**config.mk**
```make
export PLATFORM = sky130hd
export DESIGN_NAME = boot_sequencer
export DESIGN_NICKNAME = d
export VERILOG_FILES = /design/src/rtl/boot_sequencer.sv
export SDC_FILE = /design/constraint.sdc
export NUM_CORES = 1
export LEC_CHECK = 0
export CAP_MARGIN = 0
export CORE_MARGIN = 3
export CORE_UTILIZATION = 53
export CTS_BUF_LIST = sky130_fd_sc_hd__clkbuf_8
export DETAILED_ROUTE_END_ITERATION = 6
export DONT_BUFFER_PORTS = 1
export GPL_TIMING_DRIVEN = 0
export PLACE_DENSITY_LB_ADDON = 0.3
export SLEW_MARGIN = 10
export SYNTH_ARGS = -nofsm -noshare
export SYNTH_HDL_FRONTEND = slang
export SYNTH_SLANG_ARGS = --single-unit
```
**constraint.sdc**
```tcl
create_clock -name master_clock -period 2.51 [get_ports master_clock]
set_clock_uncertainty 0.2 [all_clocks]
set_input_delay 0 -clock master_clock [delete_from_list [all_inputs] [get_ports master_clock]]
set_output_delay 0 -clock master_clock [all_outputs]
set_load 0.005 [all_outputs]
```
**src/rtl/boot_sequencer.sv**
```systemverilog
// Power-up and boot controller for the BubbleDrive8 board: filters power_good, waits out a
// settle time, drives the SPI image loader with retries, then releases the bubble interface.
module boot_sequencer #(
   parameter int unsigned SETTLE_CYCLES = 8191,
   parameter int unsigned LOAD_TIMEOUT  = 65535,
   parameter int unsigned RETRY_LIMIT   = 2
) (
   input  logic       master_clock,
   input  logic       reset,
   input  logic       power_good,
   input  logic [2:0] image_dip_switch,
   input  logic       spi_load_done,
   input  logic       spi_load_error,
   output logic [2:0] image_number,
   output logic       spi_load_start,
   output logic       temperature_low,
   output logic       bubble_module_enable,
   output logic       boot_fault,
   output logic [2:0] boot_state
);

   localparam logic [2:0] ST_IDLE   = 3'd0;
   localparam logic [2:0] ST_SETTLE = 3'd1;
   localparam logic [2:0] ST_LATCH  = 3'd2;
   localparam logic [2:0] ST_LOAD   = 3'd3;
   localparam logic [2:0] ST_RUN    = 3'd4;
   localparam logic [2:0] ST_FAULT  = 3'd5;

   localparam logic [16:0] SETTLE_LAST = 17'(SETTLE_CYCLES - 1);
   localparam logic [16:0] LOAD_LAST   = 17'(LOAD_TIMEOUT - 1);
   localparam logic [1:0]  RETRY_MAX   = 2'(RETRY_LIMIT);

   logic [2:0]  pg_sync_q;
   logic        pg_s_q;
   logic [2:0]  state_q, state_d;
   logic [16:0] counter_q, counter_d, counter_inc;
   logic [1:0]  retries_q, retries_d;
   logic [2:0]  image_q, image_d;
   logic        start_q, start_d;
   logic        ready_q, enable_q, fault_q;
   logic        load_done, load_error, load_fail;

   // pg_s rises as soon as the second stage sees power_good, but only falls once all three
   // stages are low, so drops shorter than three cycles never reach the FSM.
   always_ff @(posedge master_clock) begin
      if (reset) begin
         pg_sync_q <= 3'b000;
         pg_s_q    <= 1'b0;
      end else begin
         pg_sync_q <= {pg_sync_q[1:0], power_good};
         if (pg_sync_q[1]) begin
            pg_s_q <= 1'b1;
         end else if (pg_sync_q == 3'b000) begin
            pg_s_q <= 1'b0;
         end
      end
   end

   assign counter_inc = (counter_q == '1) ? counter_q : counter_q + 17'd1;

   // Loader responses are masked while our own start pulse is still on the wire.
   assign load_done  = spi_load_done & ~start_q;
   assign load_error = spi_load_error & ~start_q;
   assign load_fail  = load_error | ((counter_q == LOAD_LAST) & ~load_done);

   always_comb begin
      state_d   = state_q;
      counter_d = counter_q;
      retries_d = retries_q;
      image_d   = image_q;
      start_d   = 1'b0;
      if ((state_q != ST_IDLE) && !pg_s_q) begin
         state_d   = ST_IDLE;
         counter_d = '0;
         retries_d = '0;
      end else begin
         case (state_q)
            ST_IDLE: begin
               if (pg_s_q) begin
                  state_d   = ST_SETTLE;
                  counter_d = '0;
               end
            end
            ST_SETTLE: begin
               counter_d = counter_inc;
               if (counter_q == SETTLE_LAST) begin
                  state_d = ST_LATCH;
               end
            end
            ST_LATCH: begin
               image_d   = ~image_dip_switch;
               counter_d = '0;
               retries_d = '0;
               start_d   = 1'b1;
               state_d   = ST_LOAD;
            end
            ST_LOAD: begin
               counter_d = counter_inc;
               if (load_fail) begin
                  if (retries_q < RETRY_MAX) begin
                     retries_d = retries_q + 2'd1;
                     counter_d = '0;
                     start_d   = 1'b1;
                  end else begin
                     state_d = ST_FAULT;
                  end
               end else if (load_done) begin
                  state_d = ST_RUN;
               end
            end
            ST_RUN, ST_FAULT: begin
               state_d = state_q;
            end
            default: begin
               state_d = ST_IDLE;
            end
         endcase
      end
   end

   always_ff @(posedge master_clock) begin
      if (reset) begin
         state_q   <= ST_IDLE;
         counter_q <= '0;
         retries_q <= '0;
         image_q   <= 3'b000;
         start_q   <= 1'b0;
         ready_q   <= 1'b0;
         enable_q  <= 1'b1;
         fault_q   <= 1'b0;
      end else begin
         state_q   <= state_d;
         counter_q <= counter_d;
         retries_q <= retries_d;
         image_q   <= image_d;
         start_q   <= start_d;
         ready_q   <= (state_d == ST_RUN);
         enable_q  <= (state_d != ST_RUN);
         fault_q   <= (state_d == ST_FAULT);
      end
   end

   assign image_number         = image_q;
   assign spi_load_start       = start_q;
   assign temperature_low      = ready_q;
   assign bubble_module_enable = enable_q;
   assign boot_fault           = fault_q;
   assign boot_state           = state_q;

endmodule

```
* After elaboration in Yosys (flattened, before gate mapping) *
Index checks and enable logic that the tools add are counted.
Widths: inputs -> output; s select.

storage, ports and cells
  bits in writable memories = 0
  bits in registers = 33
  ROM bits = 0
  memories = 0
  input bits = 8
  output and inout port bits = 10
  latch bits = 0

cells by class
  div/mod/pow operators = 0
  shifts and indexed selects = 0
  bitwise gates (word level) = 8
  order comparisons = 1
  $add $sub $neg = 2
  multipliers = 0
  multiplexer cells = 20
  reductions and logical operators = 13
  equal/unequal tests = 14

operators by type and width
  operator               count
  $mux 17                4
  $pmux 17 s4            1
  $mux 3                 6
  $add 17x1->17 const B  1
  $eq 17x13->1 const B   1
  $eq 17x16->1 const B   1
  $eq 17x17->1 const B   1
  $pmux 3 s5             1
  $eq 3x3->1 const B     4
  $eq 3x2->1 const B     2
  $logic_not 3->1        2
  $ne 2x2->1 const B     3
  $mux 1                 4
  $mux 2                 2
  $pmux 2 s2             1
  $reduce_and 2->1       2
  $reduce_bool 2->1      2
  $reduce_bool 4->1      1
  $reduce_or 2->1        2
  $and 1x1->1            3
  $eq 3x1->1 const B     1
  $ne 3x3->1 const B     1
  $not 1->1              3
  $not 3->3              1
  8 further kinds        8

* Longest topological paths before layout *
Gate-level depths: netlist of the first run.

  word-level depth = 9
  mapped depth = 8

* Worst setup path after synthesis of the first run *
Ideal clock, no wire load.

  path kind = flip-flop to flip-flop
  from = register counter_q[0]
  to = register counter_q[0]
  period minus slack after synthesis = 2.058 ns
  data required time = 2.193 ns
  stages on the path, launching flop included = 9
  arrival time = 1.741 ns
  setup time = 0.117 ns
  buffers on the path = 1
  slack = 0.452 ns
  cells stage by stage = dfxtp_1 > inv_1 > ha_1 > or2b_2 > nor4b_1 > a21oi_1 > o21ai_0 > buf_2 > nor2_1

on the way
  longest elaborated chain between the ends = 5

ends and longest elaborated chain
  item                                           line     text
  start: declaration                             36       logic [16:0] counter_q, counter_d, counter_inc;
  start signal: assignment                       133      counter_q <= counter_d;
  $add 17x1->17 (tied with other cells)          59       assign counter_inc = (counter_q == '1) ? counter_q : counter_q + 17'd1;
  $mux 17 / $and 1x1->1 (equally long branches)  59, 64
  $mux 17 / $or 1x1->1 (equally long branches)   100, 64
  $mux 17                                        99       if (load_fail) begin
  $pmux 17 s4 (*)                                77       case (state_q)

Every way passes the cells marked *; elsewhere a longest branch is shown, timed or not.
A chain may end at the register's enable or synchronous reset.

* Final worst setup path of the first run *
  from = register state_q[1] (netlist: boot_state[1])
  to = register counter_q[12]

on the way
  longest elaborated chain between the ends = 3

ends and longest elaborated chain
  item                                                                         line  text
  start: declaration                                                           35    logic [2:0] state_q, state_d;
  start signal: assignment                                                     132   state_q <= state_d;
  $eq 3x2->1 (tied with other cells)                                           77
  $reduce_bool 4->1 (no source line) (tied with other cells)                   -
  $reduce_and 2->1 (no source line) / $reduce_or 2->1 (equally long branches)  -

Several ways; a longest one is shown, not always the timed one.

==> insert_results.sql, run 1 <==
INSERT INTO impl_metrics (metric_group, metric, value, unit) VALUES
('logic_synthesis', 'synth_edf_count', '0', ''),
('clock_tree', 'cts.root.buffer_cell', 'sky130_fd_sc_hd__clkbuf_8', ''),
('layout', 'fillers', '244', ''),
('timing', 'timing_max_transition_violations_final', '0', ''),
('worst_setup_path', 'reg2regPathDepth', '6', ''),
('floorplan', 'core_region_area', '2880', 'um^2'),
('floorplan', 'placementRows', '19', ''),
('pwr', 'irDropWorstVdd', '0.000523', 'V'),
('placement', 'dpl.hpwl', '2480', 'um'),
('logic_synthesis', 'syn-mean-instance-area', '8.76', 'um^2'),
('global_routing', 'grt_pass1_wl', '5800', 'um'),
('status', 'status', 'complete, no violations', ''),
('worst_setup_path', 'r2r_slack', '240', 'ps'),
('min_path', 'hold_class', 'primary input to flip-flop', ''),
('global_routing', 'grt.total_usage', '20.8', '%'),
('routing', 'via_per_inst', '5.74', ''),
('worst_setup_path', 'critPathArrivalTime', '2310', 'ps'),
('clock_tree', 'cts.htree.levels', '2', ''),
('timing', 'fmax', '440', 'MHz'),
('timing', 'final_critical_path_share_of_the_clock_period', '90.5', '%'),
('logic_synthesis', 'synth_area_leader_cell', 'sky130_fd_sc_hd__dfxtp_1', ''),
('worst_setup_path', 'critical_path.endpoint_type', 'flip-flop', ''),
('logic_synthesis', 'ys_dominant_reg_cell', 'sky130_fd_sc_hd__dfxtp_1', ''),
('min_path', 'hold_crit_depth', '4', ''),
('layout', 'area_delta_synth_final', '15.2', '%'),
('worst_setup_path', 'worst-setup-path-type', 'flip-flop to flip-flop', ''),
('global_routing', 'grt_max_degree', '13', ''),
('worst_setup_path', 'crit-reg2reg-launch', 'boot_state[1]', ''),
('worst_setup_path', 'timing.rr.end', 'counter_q[12]', ''),
('routing', 'first_pass_iters', '4', ''),
('timing', 'finalHoldWorstSlack', '40.7', 'ps'),
('placement', 'dp.cells', '231', ''),
('global_routing', 'gr-total-overflow', '0', ''),
('placement', 'buffer_ports.inserted', '0', ''),
('logic_synthesis', 'synth_cell_types', '48', ''),
('logic_synthesis', 'yosysMostFrequentCell', 'sky130_fd_sc_hd__dfxtp_1', ''),
('routing', 'initialDrtViolationCount', '51', ''),
('clock_tree', 'clock_tree.buffer_depth', '2', ''),
('layout', 'fin_nets', '214', ''),
('pwr', 'power.static_leakage', '0.702', 'nW'),
('timing', 'rsz0062_at_grt', 'false', ''),
('timing', 'timing.final.crit_period', '2270', 'ps'),
('run', 'max-cap-violations', '0', ''),
('logic_synthesis', 'ys_top_cells_by_area', 'sky130_fd_sc_hd__dfxtp_1 40%, sky130_fd_sc_hd__xor2_1 5.8%, sky130_fd_sc_hd__nor2_1 5.4%', ''),
('logic_synthesis', 'synth.cell_area', '1660', 'um^2'),
('timing', 'finalSetupTns', '0', 'ps'),
('worst_setup_path', 'critPathMaxFanout', '10', ''),
('clock_tree', 'tritoncts.num_buffers', '5', ''),
('clock_tree', 'numClockSinks', '33', ''),
('routing', 'antenna_violating_nets_post_route', '0', ''),
('layout', 'n_antenna_cell', '0', ''),
('layout', 'layout-drive-gt1-share', '13.2', '%'),
('layout', 'post_layout_nonfiller_instances', '247', ''),
('clock_tree', 'tritoncts', 'yes', ''),
('logic_synthesis', 'synth_commonest_cells', '33 x sky130_fd_sc_hd__dfxtp_1, 24 x sky130_fd_sc_hd__nor2_1, 11 x sky130_fd_sc_hd__xor2_1', ''),
('routing', 'route.detailed.wl_per_inst', '14.0', 'um'),
('logic_synthesis', 'post_synth_inst_count', '189', ''),
('timing', 'setup_violations', '0', ''),
('floorplan', 'start_util', '57.5', '%'),
('clock_tree', 'worst_skew_pair.late_latency', '300', 'ps'),
('floorplan', 'io_pins', '18', ''),
('pwr', 'power_density', '579', 'nW/um^2'),
('routing', 'drcViolationCount', '0', ''),
('logic_synthesis', 'flops_latches_synth', '33', ''),
('min_path', 'whs_endpoint', 'spi_load_start', ''),
('logic_synthesis', 'netlist.area_leader.share', '39.9', '%'),
('worst_setup_path', 'setup.worst_path.start_class', 'flip-flop', ''),
('clock_tree', 'clkTransAtPathRegs', '70', 'ps'),
('logic_synthesis', 'postSynth.asyncResetShare', '0', '%'),
('logic_synthesis', 'yosysWarnings', '0', ''),
('pwr', 'fin_total_pwr', '1.10', 'mW');
==> layout make-up <==
class	count	area (um^2)	area share (%)
multi-input combinational	139	930	48.8
timing repair buffer	8	80.1	4.20
inverter	9	33.8	1.77
sequential	33	661	34.6
clock inverter	3	46.3	2.43
tap	42	52.6	2.76
clock buffer	5	68.8	3.61
buffer	8	35.0	1.84
==> per-layer routing <==
layer / share of wire, % / wire [um] / vias to the layer above / GRT usage, %
li1: - / - / 710 / -
met5: 0 / 0 / - / 0
met3: 4.2 / 145 / 6 / 7.64
met1: 45 / 1560 / 671 / 24.4
met4: 1.3 / 46 / 0 / 7.88
met2: 49 / 1690 / 30 / 34.5
==> cell usage in the layout (no fill, tap or decap), types with 2 or more instances in the layout <==
master,n
sky130_fd_sc_hd__a31oi_1,4
sky130_fd_sc_hd__nor2b_1,5
sky130_fd_sc_hd__nand4_4,2
sky130_fd_sc_hd__nor3_1,5
sky130_fd_sc_hd__or4_1,3
sky130_fd_sc_hd__or3_1,2
sky130_fd_sc_hd__nand4_1,7
sky130_fd_sc_hd__nor4_1,4
sky130_fd_sc_hd__nand3b_1,2
sky130_fd_sc_hd__o21ai_0,5
sky130_fd_sc_hd__ha_1,2
sky130_fd_sc_hd__a21oi_1,5
sky130_fd_sc_hd__o21a_1,2
sky130_fd_sc_hd__nand3_1,6
sky130_fd_sc_hd__nor2_1,24
sky130_fd_sc_hd__nand2_1,10
sky130_fd_sc_hd__a22o_1,2
sky130_fd_sc_hd__a311o_1,2
sky130_fd_sc_hd__or2_2,2
sky130_fd_sc_hd__or2b_2,2
sky130_fd_sc_hd__clkbuf_8,5
sky130_fd_sc_hd__clkbuf_1,4
sky130_fd_sc_hd__buf_2,4
sky130_fd_sc_hd__dlygate4sd3_1,8
sky130_fd_sc_hd__and3_1,2
sky130_fd_sc_hd__inv_1,9
sky130_fd_sc_hd__dfxtp_1,33
sky130_fd_sc_hd__a211oi_1,8
sky130_fd_sc_hd__xor2_1,11
==> logic make-up after synthesis <==
family	synth area share [%]
adder cells (fa/ha/maj)	1.51
XOR/XNOR	6.35
flip-flops	39.9
multiplexers	0.605
AO/OA/AOI/OAI	16.9
AND/OR/NAND/NOR	30.6
buffers and inverters	4.16
==> power breakdown <==
group | total (mW) | internal (mW) | switching [mW] | leakage, nW
clock network | 0.503 | 0.297 | 0.206 | 0.0543
registers | 0.534 | 0.529 | 0.00484 | 0.267
logic | 0.0667 | 0.0293 | 0.0374 | 0.381
total | 1.10 | 0.855 | 0.248 | 0.702
==> worst max-delay path, cell delays in order, from the launching register on <==
cell and delay, ps:
sky130_fd_sc_hd__dfxtp_1 330, sky130_fd_sc_hd__clkbuf_1 220, sky130_fd_sc_hd__nor3_1 340, sky130_fd_sc_hd__o21bai_2 190
sky130_fd_sc_hd__a211oi_1 580, sky130_fd_sc_hd__nor2b_1 230, sky130_fd_sc_hd__o31a_1 130
==> repair_timing <==
item                                    CTS  global route
buffers inserted                          0             0
endpoints found under the setup margin    0            12
hold endpoints to repair                 13             0
hold buffers                              8             0
resized for setup                         0             2
==> per-stage QoR <==
step           util, %  area (um^2)
2_1_floorplan        -         1660
3_3_place_gp      59.4         1710
3_5_place_dp      59.4         1710
4_1_cts           66.2         1900
5_1_grt           66.3         1910
6_report          66.3         1910
==> worst max-delay path by stage <==
stage	startpoint	endpoint	slack (ps)	depth (start not counted)
6_report	boot_state[1]	counter_q[12]	240	6
5_1_grt	boot_state[1]	counter_q[12]	20	6
4_1_cts	boot_state[1]	counter_q[12]	170	6
3_5_place_dp	boot_state[1]	counter_q[12]	180	6
3_3_place_gp	boot_state[1]	counter_q[12]	230	6
2_1_floorplan	counter_q[0]	counter_q[0]	450	8
==> sequential cells by signal (all words and copies together) (netlist names) <==
name,flops
boot_fault,1
boot_state,3
bubble_module_enable,1
counter_q,17
image_number,3
pg_s_q,1
pg_sync_q,3
retries_q,2
spi_load_start,1
temperature_low,1
Power figures use the tool's default switching activity.
==> run 2, diff against run 1 <==
--- a/config.mk
+++ b/config.mk
@@ -5,14 +5,15 @@
 export SDC_FILE = /design/constraint.sdc
 export NUM_CORES = 1
 export LEC_CHECK = 0
+export BUFFER_PORTS_ARGS = -buffer_cell sky130_fd_sc_hd__buf_2
 export CAP_MARGIN = 0
 export CORE_MARGIN = 3
 export CORE_UTILIZATION = 53
 export CTS_BUF_LIST = sky130_fd_sc_hd__clkbuf_8
 export DETAILED_ROUTE_END_ITERATION = 6
-export DONT_BUFFER_PORTS = 1
 export GPL_TIMING_DRIVEN = 0
 export PLACE_DENSITY_LB_ADDON = 0.3
+export RECOVER_POWER = 100
 export SLEW_MARGIN = 10
 export SYNTH_ARGS = -nofsm -noshare
 export SYNTH_HDL_FRONTEND = slang
==> run 2 against run 1 <==
Global-route usage is 1.8 points higher. Highest routed layer unchanged. Final area is 2.8% higher. Wire length up 3.7%. Critical path type unchanged. Combinational power is 5.7% higher. Via count increased by 2.5%. Sequential power about the same.
==> insert_results.sql, run 2 (synthesis results as in run 1) <==
INSERT INTO impl_metrics (metric_group, metric, value, unit) VALUES
('floorplan', 'core_region_area', '2880', 'um^2'),
('routing', 'route.detailed.wl_per_inst', '13.7', 'um'),
('global_routing', 'gr-total-overflow', '0', ''),
('timing', 'setup_violations', '0', ''),
('routing', 'route.met2.wl', '1660', 'um'),
('global_routing', 'grt_max_degree', '13', ''),
('pwr', 'power_density', '619', 'nW/um^2'),
('timing', 'finalSetupTns', '0', 'ps'),
('timing', 'timing_max_transition_violations_final', '0', ''),
('timing', 'finalHoldWorstSlack', '75.8', 'ps'),
('timing', 'fmax', '431', 'MHz'),
('clock_tree', 'tritoncts.num_buffers', '5', ''),
('routing', 'route.final.wire_length', '3580', 'um'),
('pwr', 'fin_total_pwr', '1.21', 'mW'),
('clock_tree', 'post-cts-setup-buffers', '0', ''),
('global_routing', 'grt_pass1_wl', '6240', 'um'),
('clock_tree', 'tritoncts', 'yes', ''),
('worst_setup_path', 'worstPathRequired', '2500', 'ps'),
('timing', 'final_critical_path_share_of_the_clock_period', '92.5', '%'),
('worst_setup_path', 'worst-setup-path-type', 'flip-flop to flip-flop', ''),
('worst_setup_path', 'critPathArrivalTime', '2310', 'ps'),
('routing', 'detailed_route_via_count', '1452', ''),
('clock_tree', 'clkTransAtPathRegs', '70', 'ps'),
('routing', 'initialDrtViolationCount', '77', ''),
('layout', 'most_used_cells_in_the_layout_excluding_fill_and_tap_cells', '33 x sky130_fd_sc_hd__dfxtp_1, 24 x sky130_fd_sc_hd__nor2_1, 13 x sky130_fd_sc_hd__buf_2', ''),
('floorplan', 'die_height', '61.9', 'um'),
('layout', 'final_common_cell', 'sky130_fd_sc_hd__dfxtp_1', ''),
('floorplan', 'chipWidth', '61.9', 'um'),
('routing', 'routed-wl-met3', '158', 'um'),
('layout', 'largest_register', 'counter_q', ''),
('floorplan', 'placementRows', '19', ''),
('worst_setup_path', 'critPathMaxFanout', '6', ''),
('layout', 'layout-drive-gt1-share', '16.0', '%'),
('routing', 'drcViolationCount', '0', ''),
('placement', 'post_dp_cell_area', '1790', 'um^2'),
('layout', 'fin_nets', '228', ''),
('routing', 'first_pass_iters', '4', ''),
('pwr', 'power.static_leakage', '0.745', 'nW'),
('timing', 'rsz0062_at_grt', 'false', ''),
('layout', 'area_delta_synth_final', '18.4', '%'),
('worst_setup_path', 'critical_path.endpoint_type', 'flip-flop', ''),
('floorplan', 'die-area', '3830', 'um^2'),
('timing', 'report.final.hold_viol_count', '0', ''),
('clock_tree', 'cts.root.buffer_cell', 'sky130_fd_sc_hd__clkbuf_8', ''),
('clock_tree', 'clock_tree.buffer_depth', '2', ''),
('status', 'status', 'complete, no violations', ''),
('global_routing', 'grt.total_usage', '22.6', '%'),
('layout', 'finalInstanceArea', '1960', 'um^2'),
('timing', 'timing.final.crit_period', '2320', 'ps'),
('min_path', 'hold_class', 'primary input to flip-flop', ''),
('global_routing', 'grt_antenna_before_repair', '0', ''),
('timing', 'maxSlewHeadroom', '53.3', '%'),
('pwr', 'irDropWorstVdd', '0.000433', 'V'),
('timing', 'worst-slew-pin-transition', '697', 'ps'),
('layout', 'largest_register_ff_count', '17', ''),
('worst_setup_path', 'setup.worst_path.start_class', 'flip-flop', ''),
('clock_tree', 'cts.htree.levels', '2', ''),
('placement', 'dpl.hpwl', '2540', 'um'),
('routing', 'antenna_violating_nets_post_route', '0', ''),
('routing', 'via_per_inst', '5.56', ''),
('floorplan', 'io_pins', '18', ''),
('floorplan', 'start_util', '57.5', '%'),
('global_routing', 'grt_pass1_vias', '1376', ''),
('placement', 'gp_routability_congestion', '0.926', ''),
('routing', 'routedLengthMet1', '1710', 'um'),
('clock_tree', 'numClockSinks', '33', ''),
('placement', 'buffer_ports.inserted', '16', ''),
('layout', 'n_antenna_cell', '0', ''),
('clock_tree', 'worst_skew_pair.late_latency', '290', 'ps'),
('routing', 'dr.max_layer_used', 'met4', ''),
('run', 'max-cap-violations', '0', '');
==> run 2: per-layer routing <==
metal | up-vias | track usage, %
met1 | 670 | 27.9
met4 | 0 | 11.5
li1 | 746 | -
met3 | 6 | 7.23
met2 | 30 | 35.4
met5 | - | 0
==> run 2: worst paths after layout <==
path	end	from	slack, ps	cells past startpoint
max	counter_q[15]	counter_q[4]	190	5
min	bubble_module_enable	spi_load_error	80	6
max reg2reg	counter_q[15]	counter_q[4]	190	5
min reg2reg	pg_sync_q[2]	pg_sync_q[1]	250	2
==> run 2: report_power, final <==
group | leakage, nW | internal (mW) | switching, mW | total (mW)
sequential | 0.267 | 0.529 | 0.00469 | 0.534
combinational | 0.410 | 0.0307 | 0.0399 | 0.0705
clock | 0.0687 | 0.400 | 0.210 | 0.609
total | 0.745 | 0.959 | 0.254 | 1.21
==> run 2: worst max-delay path, cell delays in order, from the launching register on <==
cell and delay (ps):
sky130_fd_sc_hd__dfxtp_1 430, sky130_fd_sc_hd__nand4_1 280, sky130_fd_sc_hd__or4_1 640, sky130_fd_sc_hd__nor4_1 320, sky130_fd_sc_hd__xor2_1 140, sky130_fd_sc_hd__a22o_1 210
==> run 2: repair_timing <==
action | 4_1_cts | 5_1_grt
hold endpoints to repair | 7 | 0
endpoints found under the setup margin | 0 | 10
hold buffers | 6 | 0
gates resized for setup | 0 | 1
==> run 2: cell type report <==
type                       instances  area (um^2)
fill                             235          916
tap                               42         52.6
inverter                           9         33.8
timing repair buffer              22          134
multi-input combinational        139          907
clock inverter                     3         68.8
buffer                             8         35.0
clock buffer                       5         68.8
sequential                        33          661
==> run 2: through the flow <==
step	cells	util, %	worst slack [ps]
floorplan	189	-	452
global placement	247	62.2	244
detailed placement	247	62.2	226
CTS	261	69.0	172
global route	261	68.2	13.9
finish	261	68.2	189
==> run 3, diff against run 2 <==
--- a/config.mk
+++ b/config.mk
@@ -12,7 +12,7 @@
 export CTS_BUF_LIST = sky130_fd_sc_hd__clkbuf_8
 export DETAILED_ROUTE_END_ITERATION = 6
 export GPL_TIMING_DRIVEN = 0
-export PLACE_DENSITY_LB_ADDON = 0.3
+export PLACE_DENSITY = 0.78
 export RECOVER_POWER = 100
 export SLEW_MARGIN = 10
 export SYNTH_ARGS = -nofsm -noshare
==> run 3 against run 2 <==
Non-clock buffer count did not move. Register-to-register slack improved by 20 ps. Hold slack got worse by 1.6 ps. Largest cell class unchanged.
==> insert_results.sql, run 3 (synthesis results as in run 1) <==
INSERT INTO impl_metrics (metric_group, metric, value, unit) VALUES
('run', 'max-cap-violations', '0', ''),
('timing', 'final_critical_path_share_of_the_clock_period', '91.9', '%'),
('routing', 'route.detailed.wl_per_inst', '13.1', 'um'),
('layout', 'n_antenna_cell', '0', ''),
('timing', 'fmax', '434', 'MHz'),
('routing', 'drcViolationCount', '0', ''),
('clock_tree', 'cts.htree.levels', '2', ''),
('worst_setup_path', 'worst-setup-path-type', 'flip-flop to flip-flop', ''),
('timing', 'rsz0062_at_grt', 'false', ''),
('clock_tree', 'numClockSinks', '33', ''),
('routing', 'first_pass_iters', '4', ''),
('floorplan', 'die_height', '61.9', 'um'),
('global_routing', 'grt_max_degree', '11', ''),
('global_routing', 'grt_pass1_vias', '1407', ''),
('layout', 'area_delta_synth_final', '15.6', '%'),
('layout', 'fin_nets', '228', ''),
('timing', 'postLayoutSetupSlackWorst', '204', 'ps'),
('clock_tree', 'cts.root.buffer_cell', 'sky130_fd_sc_hd__clkbuf_8', ''),
('worst_setup_path', 'critPathMaxFanout', '10', ''),
('min_path', 'whs_endpoint', 'bubble_module_enable', ''),
('worst_setup_path', 'setup.worst_path.start_class', 'flip-flop', ''),
('clock_tree', 'tritoncts.num_buffers', '5', ''),
('routing', 'antenna_violating_nets_post_route', '0', ''),
('routing', 'initialDrtViolationCount', '89', ''),
('status', 'status', 'complete, no violations', ''),
('clock_tree', 'clock_tree.buffer_depth', '2', ''),
('pwr', 'power.static_leakage', '0.724', 'nW'),
('worst_setup_path', 'worstPathRequired', '2460', 'ps'),
('layout', 'post_layout_nonfiller_instances', '260', ''),
('floorplan', 'core_region_area', '2880', 'um^2'),
('global_routing', 'gr-total-overflow', '0', ''),
('placement', 'place_ws', '205', 'ps'),
('worst_setup_path', 'timing.rr.end', 'counter_q[6]', ''),
('timing', 'worst-slew-pin-transition', '790', 'ps'),
('timing', 'setup_violations', '0', ''),
('layout', 'post_route_utilization', '66.6', '%'),
('global_routing', 'grt.total_usage', '21.3', '%'),
('min_path', 'hold_start', 'spi_load_error', ''),
('timing', 'report.final.hold_viol_count', '0', ''),
('floorplan', 'io_pins', '18', ''),
('layout', 'layout-drive-gt1-share', '15.6', '%'),
('timing', 'finalSetupTns', '0', 'ps'),
('timing', 'timing_max_transition_violations_final', '0', ''),
('min_path', 'hold_crit_depth', '6', ''),
('floorplan', 'placementRows', '19', ''),
('placement', 'post_dp_cell_area', '1790', 'um^2'),
('routing', 'via_per_inst', '5.61', ''),
('placement', 'dpl.hpwl', '2480', 'um'),
('floorplan', 'die-area', '3830', 'um^2'),
('global_routing', 'grt_pass1_wl', '6020', 'um'),
('worst_setup_path', 'critical_path.endpoint_type', 'flip-flop', ''),
('floorplan', 'start_util', '57.5', '%'),
('clock_tree', 'clkTransAtPathRegs', '60', 'ps'),
('layout', 'most_used_cells_in_the_layout_excluding_fill_and_tap_cells', '33 x sky130_fd_sc_hd__dfxtp_1, 24 x sky130_fd_sc_hd__nor2_1, 15 x sky130_fd_sc_hd__buf_2', ''),
('layout', 'finalInstanceArea', '1910', 'um^2'),
('worst_setup_path', 'reg2regPathDepth', '6', ''),
('layout', 'largest_register', 'counter_q', ''),
('worst_setup_path', 'critPathArrivalTime', '2250', 'ps'),
('min_path', 'hold_class', 'primary input to flip-flop', ''),
('worst_setup_path', 'r2r_slack', '200', 'ps'),
('worst_setup_path', 'crit-reg2reg-launch', 'counter_q[4]', ''),
('timing', 'timing.final.crit_period', '2310', 'ps'),
('layout', 'final_common_cell', 'sky130_fd_sc_hd__dfxtp_1', ''),
('pwr', 'irDropWorstVdd', '0.000338', 'V'),
('placement', 'dp.cells', '247', ''),
('placement', 'buffer_ports.inserted', '16', ''),
('routing', 'detailed_route_via_count', '1459', ''),
('pwr', 'power_density', '519', 'nW/um^2'),
('placement', 'gp_routability_congestion', '0.866', ''),
('floorplan', 'chipWidth', '61.9', 'um'),
('timing', 'maxSlewHeadroom', '46.8', '%'),
('clock_tree', 'worst_skew_pair.late_latency', '290', 'ps'),
('global_routing', 'grt_antenna_before_repair', '0', ''),
('routing', 'route.final.wire_length', '3400', 'um'),
('clock_tree', 'tritoncts', 'yes', ''),
('layout', 'largest_register_ff_count', '17', '');
[run 3: cell count changes in the layout (fill, tap and decap cells not counted), sizes merged]
cell,delta
clkbuf,-1
buf,+2
bufinv,-2
[run 3: layout make-up]
class                      instances  area [um^2]
fill                             249          962
inverter                           9         33.8
buffer                             8         35.0
clock buffer                       6         82.6
sequential                        33          661
tap                               42         52.6
multi-input combinational        139          912
timing repair buffer              22          134
clock inverter                     1         3.75
[run 3: what timing repair did]
action,4_1_cts,5_1_grt
setup endpoints to repair,0,4
hold endpoints to repair,7,0
setup buffers,0,0
hold buffers,6,0
gates resized for setup,0,2
[run 3: worst max path at each step]
stage,startpoint,end,slack (ps)
after floorplan,counter_q[0],counter_q[0],450
after global placement,boot_state[1],counter_q[12],240
after detailed placement,counter_q[0],counter_q[10],210
after CTS,counter_q[0],counter_q[9],200
after global routing,counter_q[0],counter_q[10],30
final,counter_q[4],counter_q[6],200
[run 3: power breakdown]
part	switching (mW)	internal (mW)
Combinational	0.0391	0.0305
Clock	0.178	0.213
Sequential	0.00416	0.530
[run 3: routing by layer]
metal	GRT usage, %	vias to the layer above	part of all wire [%]
met4	10.9	0	2.2
li1	-	743	-
met3	5.58	8	3.7
met2	33.3	28	45
met1	27.1	680	49
met5	0	-	0
[run 3: critical path, stage by stage (launching register included)]
cell,delay (ps)
sky130_fd_sc_hd__dfxtp_1,430
sky130_fd_sc_hd__nand4_1,290
sky130_fd_sc_hd__or4_1,590
sky130_fd_sc_hd__buf_2,190
sky130_fd_sc_hd__and2_4,190
sky130_fd_sc_hd__a41oi_1,210
sky130_fd_sc_hd__nor3_1,70
[run 3: through the flow]
step / total power [mW] / hold slack [ps]
after floorplan: 0.589 / -104
after global placement: 0.605 / -19.0
after detailed placement: 0.607 / -13.7
after CTS: 1.00 / 62.9
after global routing: 1.04 / 102
final: 0.994 / 74.1
